--- src/rtl/pattern_scheduler_pkg.sv ---
// Shared types and constants for the pattern scheduler.
package pattern_sched_pkg;

  typedef enum logic [1:0] {
    SHOW     = 2'd0,
    FADE_OUT = 2'd1,
    FADE_IN  = 2'd2,
    PAUSED   = 2'd3
  } state_t;

  localparam int unsigned PAT_W  = 2;
  localparam int unsigned FADE_W = 2;
  localparam logic [FADE_W-1:0] FADE_MAX = 2'd3;

  // Counter width for a 0..n-1 count, never narrower than one bit.
  function automatic int unsigned cnt_w(input int unsigned n);
    return (n > 1) ? $clog2(n) : 1;
  endfunction

endpackage

--- src/rtl/pattern_scheduler_if.sv ---
// Frame-rate control bus between timing generator, scheduler and RGB mux.
interface pattern_scheduler_if;
  import pattern_sched_pkg::*;

  logic              frame_start;
  logic              pause;
  logic              resume;
  logic              skip;
  logic [PAT_W-1:0]  pattern_select;
  logic [FADE_W-1:0] fade_level;
  logic              paused;
  logic              advance;

  modport master (
    output frame_start, pause, resume, skip,
    input  pattern_select, fade_level, paused, advance
  );

  modport slave (
    input  frame_start, pause, resume, skip,
    output pattern_select, fade_level, paused, advance
  );
endinterface

--- src/rtl/pattern_scheduler_debouncer.sv ---
// Skip button debouncer: counts consecutive high frame samples, strobes once on the debounced rise.
module skip_debouncer
  import pattern_sched_pkg::*;
#(
  parameter int unsigned DEBOUNCE_FRAMES = 3
) (
  input  logic clk,
  input  logic rst,
  input  logic en,
  input  logic skip,
  output logic event_c
);
  localparam int unsigned CNT_W = cnt_w(DEBOUNCE_FRAMES);
  localparam logic [CNT_W-1:0] CNT_LAST = CNT_W'(DEBOUNCE_FRAMES - 1);

  logic [CNT_W-1:0] cnt;
  logic             level;

  // Strobe fires in the frame of the final qualifying sample so the FSM reacts immediately.
  assign event_c = en & skip & ~level & (cnt == CNT_LAST);

  always_ff @(posedge clk) begin
    if (rst) begin
      cnt   <= '0;
      level <= 1'b0;
    end else if (en) begin
      if (!skip) begin
        cnt   <= '0;
        level <= 1'b0;
      end else if (!level) begin
        if (cnt == CNT_LAST) level <= 1'b1;
        else                 cnt   <= cnt + CNT_W'(1);
      end
    end
  end
endmodule

--- src/rtl/pattern_scheduler.sv ---
// Pattern scheduler: dwell, fade-out / switch / fade-in sequencing with pause and debounced skip.
// Define PATTERN_SCHED_FADE_EN to build the fade transitions; otherwise patterns switch directly.
module pattern_scheduler
  import pattern_sched_pkg::*;
#(
  parameter int unsigned DWELL_FRAMES     = 300,
  parameter int unsigned FADE_STEP_FRAMES = 4,
  parameter int unsigned NUM_PATTERNS     = 4,
  parameter int unsigned DEBOUNCE_FRAMES  = 3
) (
  input logic                clk,
  input logic                rst,
  pattern_scheduler_if.slave bus
);
  localparam int unsigned DWELL_W = cnt_w(DWELL_FRAMES);
  localparam logic [DWELL_W-1:0] DWELL_LAST = DWELL_W'(DWELL_FRAMES - 1);
  localparam logic [PAT_W-1:0]   PAT_LAST   = PAT_W'(NUM_PATTERNS - 1);

  state_t             state, state_nxt, saved, saved_nxt;
  logic [DWELL_W-1:0] dwell, dwell_nxt;
  logic [PAT_W-1:0]   pattern, pattern_nxt, pattern_inc;
  logic               paused_q, paused_nxt;
  logic               advance_q, advance_nxt;
  logic               skip_ev, pause_in, hold, resume_ok, dwell_done;

`ifdef PATTERN_SCHED_FADE_EN
  localparam int unsigned STEP_W = cnt_w(FADE_STEP_FRAMES);
  localparam logic [STEP_W-1:0] STEP_LAST = STEP_W'(FADE_STEP_FRAMES - 1);

  logic [STEP_W-1:0] step, step_nxt;
  logic [FADE_W-1:0] fade, fade_nxt;
  logic              step_done;

  assign step_done = (step == STEP_LAST);
`endif

  skip_debouncer #(
    .DEBOUNCE_FRAMES (DEBOUNCE_FRAMES)
  ) u_skip (
    .clk     (clk),
    .rst     (rst),
    .en      (bus.frame_start),
    .skip    (bus.skip),
    .event_c (skip_ev)
  );

  // Pause entry is folded into the same frame so a coincident skip follows paused rules.
  assign pause_in    = bus.frame_start & bus.pause & (state != PAUSED);
  assign hold        = (state == PAUSED) | pause_in;
  assign resume_ok   = (state == PAUSED) & bus.resume & ~bus.pause;
  assign dwell_done  = (dwell == DWELL_LAST);
  assign pattern_inc = (pattern == PAT_LAST) ? '0 : pattern + PAT_W'(1);

  always_ff @(posedge clk) begin
    if (rst) begin
      state <= SHOW;
      saved <= SHOW;
    end else begin
      state <= state_nxt;
      saved <= saved_nxt;
    end
  end

  always_comb begin
    state_nxt = state;
    saved_nxt = saved;
    if (bus.frame_start) begin
      if (hold) begin
        if (pause_in) saved_nxt = state;
        if (skip_ev)  saved_nxt = SHOW;
        state_nxt = resume_ok ? (skip_ev ? SHOW : saved) : PAUSED;
      end else begin
`ifdef PATTERN_SCHED_FADE_EN
        case (state)
          SHOW:     if (dwell_done || skip_ev)              state_nxt = FADE_OUT;
          FADE_OUT: if (step_done && (fade == FADE_MAX))    state_nxt = FADE_IN;
          FADE_IN:  if (step_done && (fade == FADE_W'(1)))  state_nxt = SHOW;
          default:  state_nxt = state;
        endcase
`else
        state_nxt = SHOW;
`endif
      end
    end
  end

  always_comb begin
    dwell_nxt   = dwell;
    pattern_nxt = pattern;
    paused_nxt  = paused_q;
    advance_nxt = 1'b0;
`ifdef PATTERN_SCHED_FADE_EN
    step_nxt    = step;
    fade_nxt    = fade;
`endif
    if (bus.frame_start) begin
      paused_nxt = (state_nxt == PAUSED);
      if (hold) begin
        if (skip_ev) begin
          pattern_nxt = pattern_inc;
          advance_nxt = 1'b1;
          dwell_nxt   = '0;
`ifdef PATTERN_SCHED_FADE_EN
          step_nxt    = '0;
          fade_nxt    = '0;
`endif
        end
      end else begin
`ifdef PATTERN_SCHED_FADE_EN
        case (state)
          SHOW: begin
            if (dwell_done || skip_ev) begin
              dwell_nxt = '0;
              step_nxt  = '0;
            end else begin
              dwell_nxt = dwell + DWELL_W'(1);
            end
          end
          FADE_OUT, FADE_IN: begin
            if (step_done) begin
              step_nxt = '0;
              if (state == FADE_IN) begin
                fade_nxt = fade - FADE_W'(1);
              end else if (fade != FADE_MAX) begin
                fade_nxt = fade + FADE_W'(1);
              end else begin
                pattern_nxt = pattern_inc;
                advance_nxt = 1'b1;
              end
            end else begin
              step_nxt = step + STEP_W'(1);
            end
          end
          default: ;
        endcase
`else
        if (dwell_done || skip_ev) begin
          dwell_nxt   = '0;
          pattern_nxt = pattern_inc;
          advance_nxt = 1'b1;
        end else begin
          dwell_nxt = dwell + DWELL_W'(1);
        end
`endif
      end
    end
  end

  always_ff @(posedge clk) begin
    if (rst) begin
      dwell     <= '0;
      pattern   <= '0;
      paused_q  <= 1'b0;
      advance_q <= 1'b0;
`ifdef PATTERN_SCHED_FADE_EN
      step      <= '0;
      fade      <= '0;
`endif
    end else begin
      dwell     <= dwell_nxt;
      pattern   <= pattern_nxt;
      paused_q  <= paused_nxt;
      advance_q <= advance_nxt;
`ifdef PATTERN_SCHED_FADE_EN
      step      <= step_nxt;
      fade      <= fade_nxt;
`endif
    end
  end

  assign bus.pattern_select = pattern;
  assign bus.paused         = paused_q;
  assign bus.advance        = advance_q;
`ifdef PATTERN_SCHED_FADE_EN
  assign bus.fade_level     = fade;
`else
  assign bus.fade_level     = '0;
`endif
endmodule

--- src/flat_wrapper.sv ---
// flat-port wrapper written by rule: the top's interface ports become plain ports
module pattern_scheduler_flat import pattern_sched_pkg::*;
#(
  parameter int unsigned DWELL_FRAMES     = 300,
  parameter int unsigned FADE_STEP_FRAMES = 4,
  parameter int unsigned NUM_PATTERNS     = 4,
  parameter int unsigned DEBOUNCE_FRAMES  = 3
)
  (clk, rst, bus_frame_start, bus_pause, bus_resume, bus_skip, bus_pattern_select, bus_fade_level, bus_paused, bus_advance);
  pattern_scheduler_if bus_i ();
  input logic clk;
  input logic rst;
  input wire logic [$bits(bus_i.frame_start)-1:0] bus_frame_start;
  input wire logic [$bits(bus_i.pause)-1:0] bus_pause;
  input wire logic [$bits(bus_i.resume)-1:0] bus_resume;
  input wire logic [$bits(bus_i.skip)-1:0] bus_skip;
  output wire logic [$bits(bus_i.pattern_select)-1:0] bus_pattern_select;
  output wire logic [$bits(bus_i.fade_level)-1:0] bus_fade_level;
  output wire logic [$bits(bus_i.paused)-1:0] bus_paused;
  output wire logic [$bits(bus_i.advance)-1:0] bus_advance;
  assign bus_i.frame_start = bus_frame_start;
  assign bus_i.pause = bus_pause;
  assign bus_i.resume = bus_resume;
  assign bus_i.skip = bus_skip;
  assign bus_pattern_select = bus_i.pattern_select;
  assign bus_fade_level = bus_i.fade_level;
  assign bus_paused = bus_i.paused;
  assign bus_advance = bus_i.advance;
  pattern_scheduler #(.DWELL_FRAMES(DWELL_FRAMES), .FADE_STEP_FRAMES(FADE_STEP_FRAMES), .NUM_PATTERNS(NUM_PATTERNS), .DEBOUNCE_FRAMES(DEBOUNCE_FRAMES)) u_core (.clk(clk), .rst(rst), .bus(bus_i));
endmodule
--- config.mk ---
export PLATFORM = sky130hd
export DESIGN_NAME = pattern_scheduler_flat
export DESIGN_NICKNAME = d
export VERILOG_FILES = /design/src/rtl/pattern_scheduler_pkg.sv /design/src/rtl/pattern_scheduler_if.sv /design/src/rtl/pattern_scheduler_debouncer.sv /design/src/rtl/pattern_scheduler.sv /design/src/flat_wrapper.sv
export SDC_FILE = /design/constraint.sdc
export NUM_CORES = 1
export LEC_CHECK = 0
export ABC_AREA = 1
export CAP_MARGIN = 20
export CORE_MARGIN = 1
export CORE_UTILIZATION = 32
export DETAILED_ROUTE_END_ITERATION = 10
export GPL_TIMING_DRIVEN = 0
export PLACE_DENSITY_LB_ADDON = 0.12
export SETUP_SLACK_MARGIN = 0.4
export SLEW_MARGIN = 20
export SYNTH_ARGS = -nofsm -noshare
export SYNTH_HDL_FRONTEND = slang
export SYNTH_SLANG_ARGS = --single-unit
--- constraint.sdc ---
create_clock -name clk -period 1.3 [get_ports clk]
set_input_delay 0.26 -clock clk [delete_from_list [all_inputs] [get_ports clk]]
set_output_delay 0.26 -clock clk [all_outputs]
set_load 0.1 [all_outputs]
==> run metrics <==
status=complete, but fails checks; failing checks=negative setup slack; routability cong.=0.741; Clk Tree Root Cell=clkbuf_4; GRT Total Usage=0.160; antenna violations before repair=0; Max IR drop VDD=0.529 mV; Hold WC Path Type=in -> reg; CTS buffer count=3; CP dominant cell by count=nand2_8; CTS Sinks=20; CP max stage cell=clkdlybuf4s50_1; Post-Synthesis Cell Area=1090 sq um; f_max=749 MHz; layout cell share with drive strength beyond 1=0.503; hold_buf cts=0; largest net degree at the start of global routing=12; Max Slew Vio Count=0; CP max FO=7; Routed Antenna Nets=0; commonest cells after routing, fill and taps aside=nand2_1 (27), nor2_1 (18), buf_4 (16); max-cap violations=0; CTS tree=done; crit end category=flip-flop; Initial Utilization=0.347; RSZ-0062 raised after global routing=yes; critical path's largest stage delay=570 ps; Layout Skew=4.11 ps; dpl ws=-491 ps; Final Routed Wirelength=2690 um; port bufs=9; H-Tree Depth=1; worst skew pair latency=310 ps; worst reg2reg path startpoint=u_core.u_skip.cnt[0]$_SDFFE_PP0P_; Area Overhead vs Synth=61.8%; via count=1099; FP Rows=20; Wirelength per Cell=11.4 um; Final Power=1.29 mW; gr ovfl total=0; Unique masters post-synth=29; global-route wire length before repair=4370 um; CP cell instances=clkdlybuf4s50_1, nand2_4, inv_4, nand2_8, nand2_8, buf_12, buf_16, a21oi_2, nor3_1; Setup CP Type=in -> reg; synthesis-stage register bit count=20; DR iter-0 viols=31; fin crit period=1340 ps; vias in the first global route=1045; synth warn=0; Pre-Repair DR Iteration Count=7; die width=60.5 um; Layout Nets=201; Final WS setup=-35.3 ps; Worst Path Required=1540 ps; setup violators final=6; Worst-path clk slew=120 ps; syn avg cell area=6.97 sq um; pwr dens=728 nW/um^2; # DRC=0; synthesized instance count=157; clk buf depth=2; period utilization=1.03; hpwl dp=1700 um; CP Launch Type=input port; Core Box Area=3150 sq um; Diodes inserted=0; leakage power=0.699 nW; commonest non-fill, non-tap cell in the layout=nand2_1; Worst EP arrival=1570 ps; Die Height=60.5 um; I/O Pins=12; DR vias/cell=4.68; hold_sp=bus_frame_start; Final Hold Fails=0; sequential cell area fraction in the yosys report=0.366; CP Launch Point=bus_skip; full die area=3660 sq um; utilization after layout=0.561
worst paths after layout:
check | slack, ps | cells after the start | end
worst max register to register | -30 | 10 | u_core.dwell[2]$_SDFFE_PP0P_
worst min register to register | 500 | 2 | u_core.bus.paused$_SDFFE_PP0P_
worst min-delay path | 490 | 2 | u_core.u_skip.level$_SDFFE_PP0P_
worst max-delay path | -40 | 9 | u_core.dwell[2]$_SDFFE_PP0P_
logic make-up after synthesis:
logic type | count (synthesis) | share of synthesized area
and+or+nand+nor | 94 | 0.399
buffers and inverters | 20 | 0.0869
DFF | 20 | 0.366
AOI/OAI and AO/OA | 19 | 0.110
adders and majority gates | 3 | 0.0343
other | 1 | 0.00343
worst max-delay path, delay by kind of cell:
family	cells	cell delay [ps]
buffers and inverters	4	860
and+or+nand+nor	4	390
AOI/OAI and AO/OA	1	50
synth_stat cells:
library cell,n,share of area
nor2_4,1,0.010
nand2_4,2,0.021
inv_1,15,0.051
conb_1,1,0.0034
o31ai_1,1,0.0069
nand2_2,1,0.0057
o21ai_0,1,0.0046
nand4_1,3,0.017
dfxtp_1,20,0.37
buf_8,1,0.014
inv_2,1,0.0034
and3_1,1,0.0057
a21oi_1,11,0.050
ha_1,3,0.034
o211a_1,1,0.0092
a211oi_1,1,0.0069
nor3_1,2,0.0092
or2_2,1,0.0057
buf_4,2,0.014
nand3_1,11,0.050
buf_2,1,0.0046
a21oi_2,2,0.016
nor2_1,25,0.086
nand3_2,1,0.0092
nand2_1,41,0.14
nor2_2,2,0.011
nor3_2,3,0.027
a31oi_1,1,0.0057
a21boi_2,1,0.010
report_power, final:
group          internal (mW)  total (mW)  switching, mW
clock network          0.171       0.379          0.208
registers              0.627       0.645         0.0183
logic                  0.120       0.264          0.144
total                  0.918        1.29          0.370
metrics by stage:
stage / TNS [ps] / instances / instance area (sq um) / hold WS, ps
after floorplan: 0 / 158 / 1170 / 398
after global placement: -8150 / 211 / 1320 / 460
after detailed placement: -8490 / 211 / 1320 / 454
after CTS: 0 / 225 / 1570 / 475
after global routing: -953 / 235 / 1770 / 509
final: -107 / 235 / 1770 / 488
repair_timing:
item                       CTS  global route
gates cloned                 1             0
pin swaps                   15            28
setup buffers                9            10
resized for setup           60            29
setup endpoints to repair   24            24
hold endpoints to repair     0             0
state kept, by name, summed over array words and instances, names as in the netlist:
register                   cells
u_core.bus.paused              1
u_core.saved                   2
u_core.bus.advance             1
u_core.bus.pattern_select      2
u_core.u_skip.level            1
u_core.u_skip.cnt              2
u_core.dwell                   9
u_core.state                   2
cell type report:
class / count / area (sq um)
plain buffers: 4 / 41.3
clock buffers: 4 / 36.3
fillers: 313 / 1380
inverters: 16 / 65.1
multi-input cells: 118 / 826
flip-flops and latches: 20 / 419
well taps: 44 / 55.1
repair buffers: 29 / 327
metal layers:
layer / vias to the layer above / GRT usage / part of all wire
met5: - / 0 / 0
met4: 0 / 0.0487 / 0.018
met3: 6 / 0.0384 / 0.023
met2: 14 / 0.303 / 0.54
met1: 503 / 0.176 / 0.42
li1: 576 / - / -
Power figures use the tool's default switching activity.
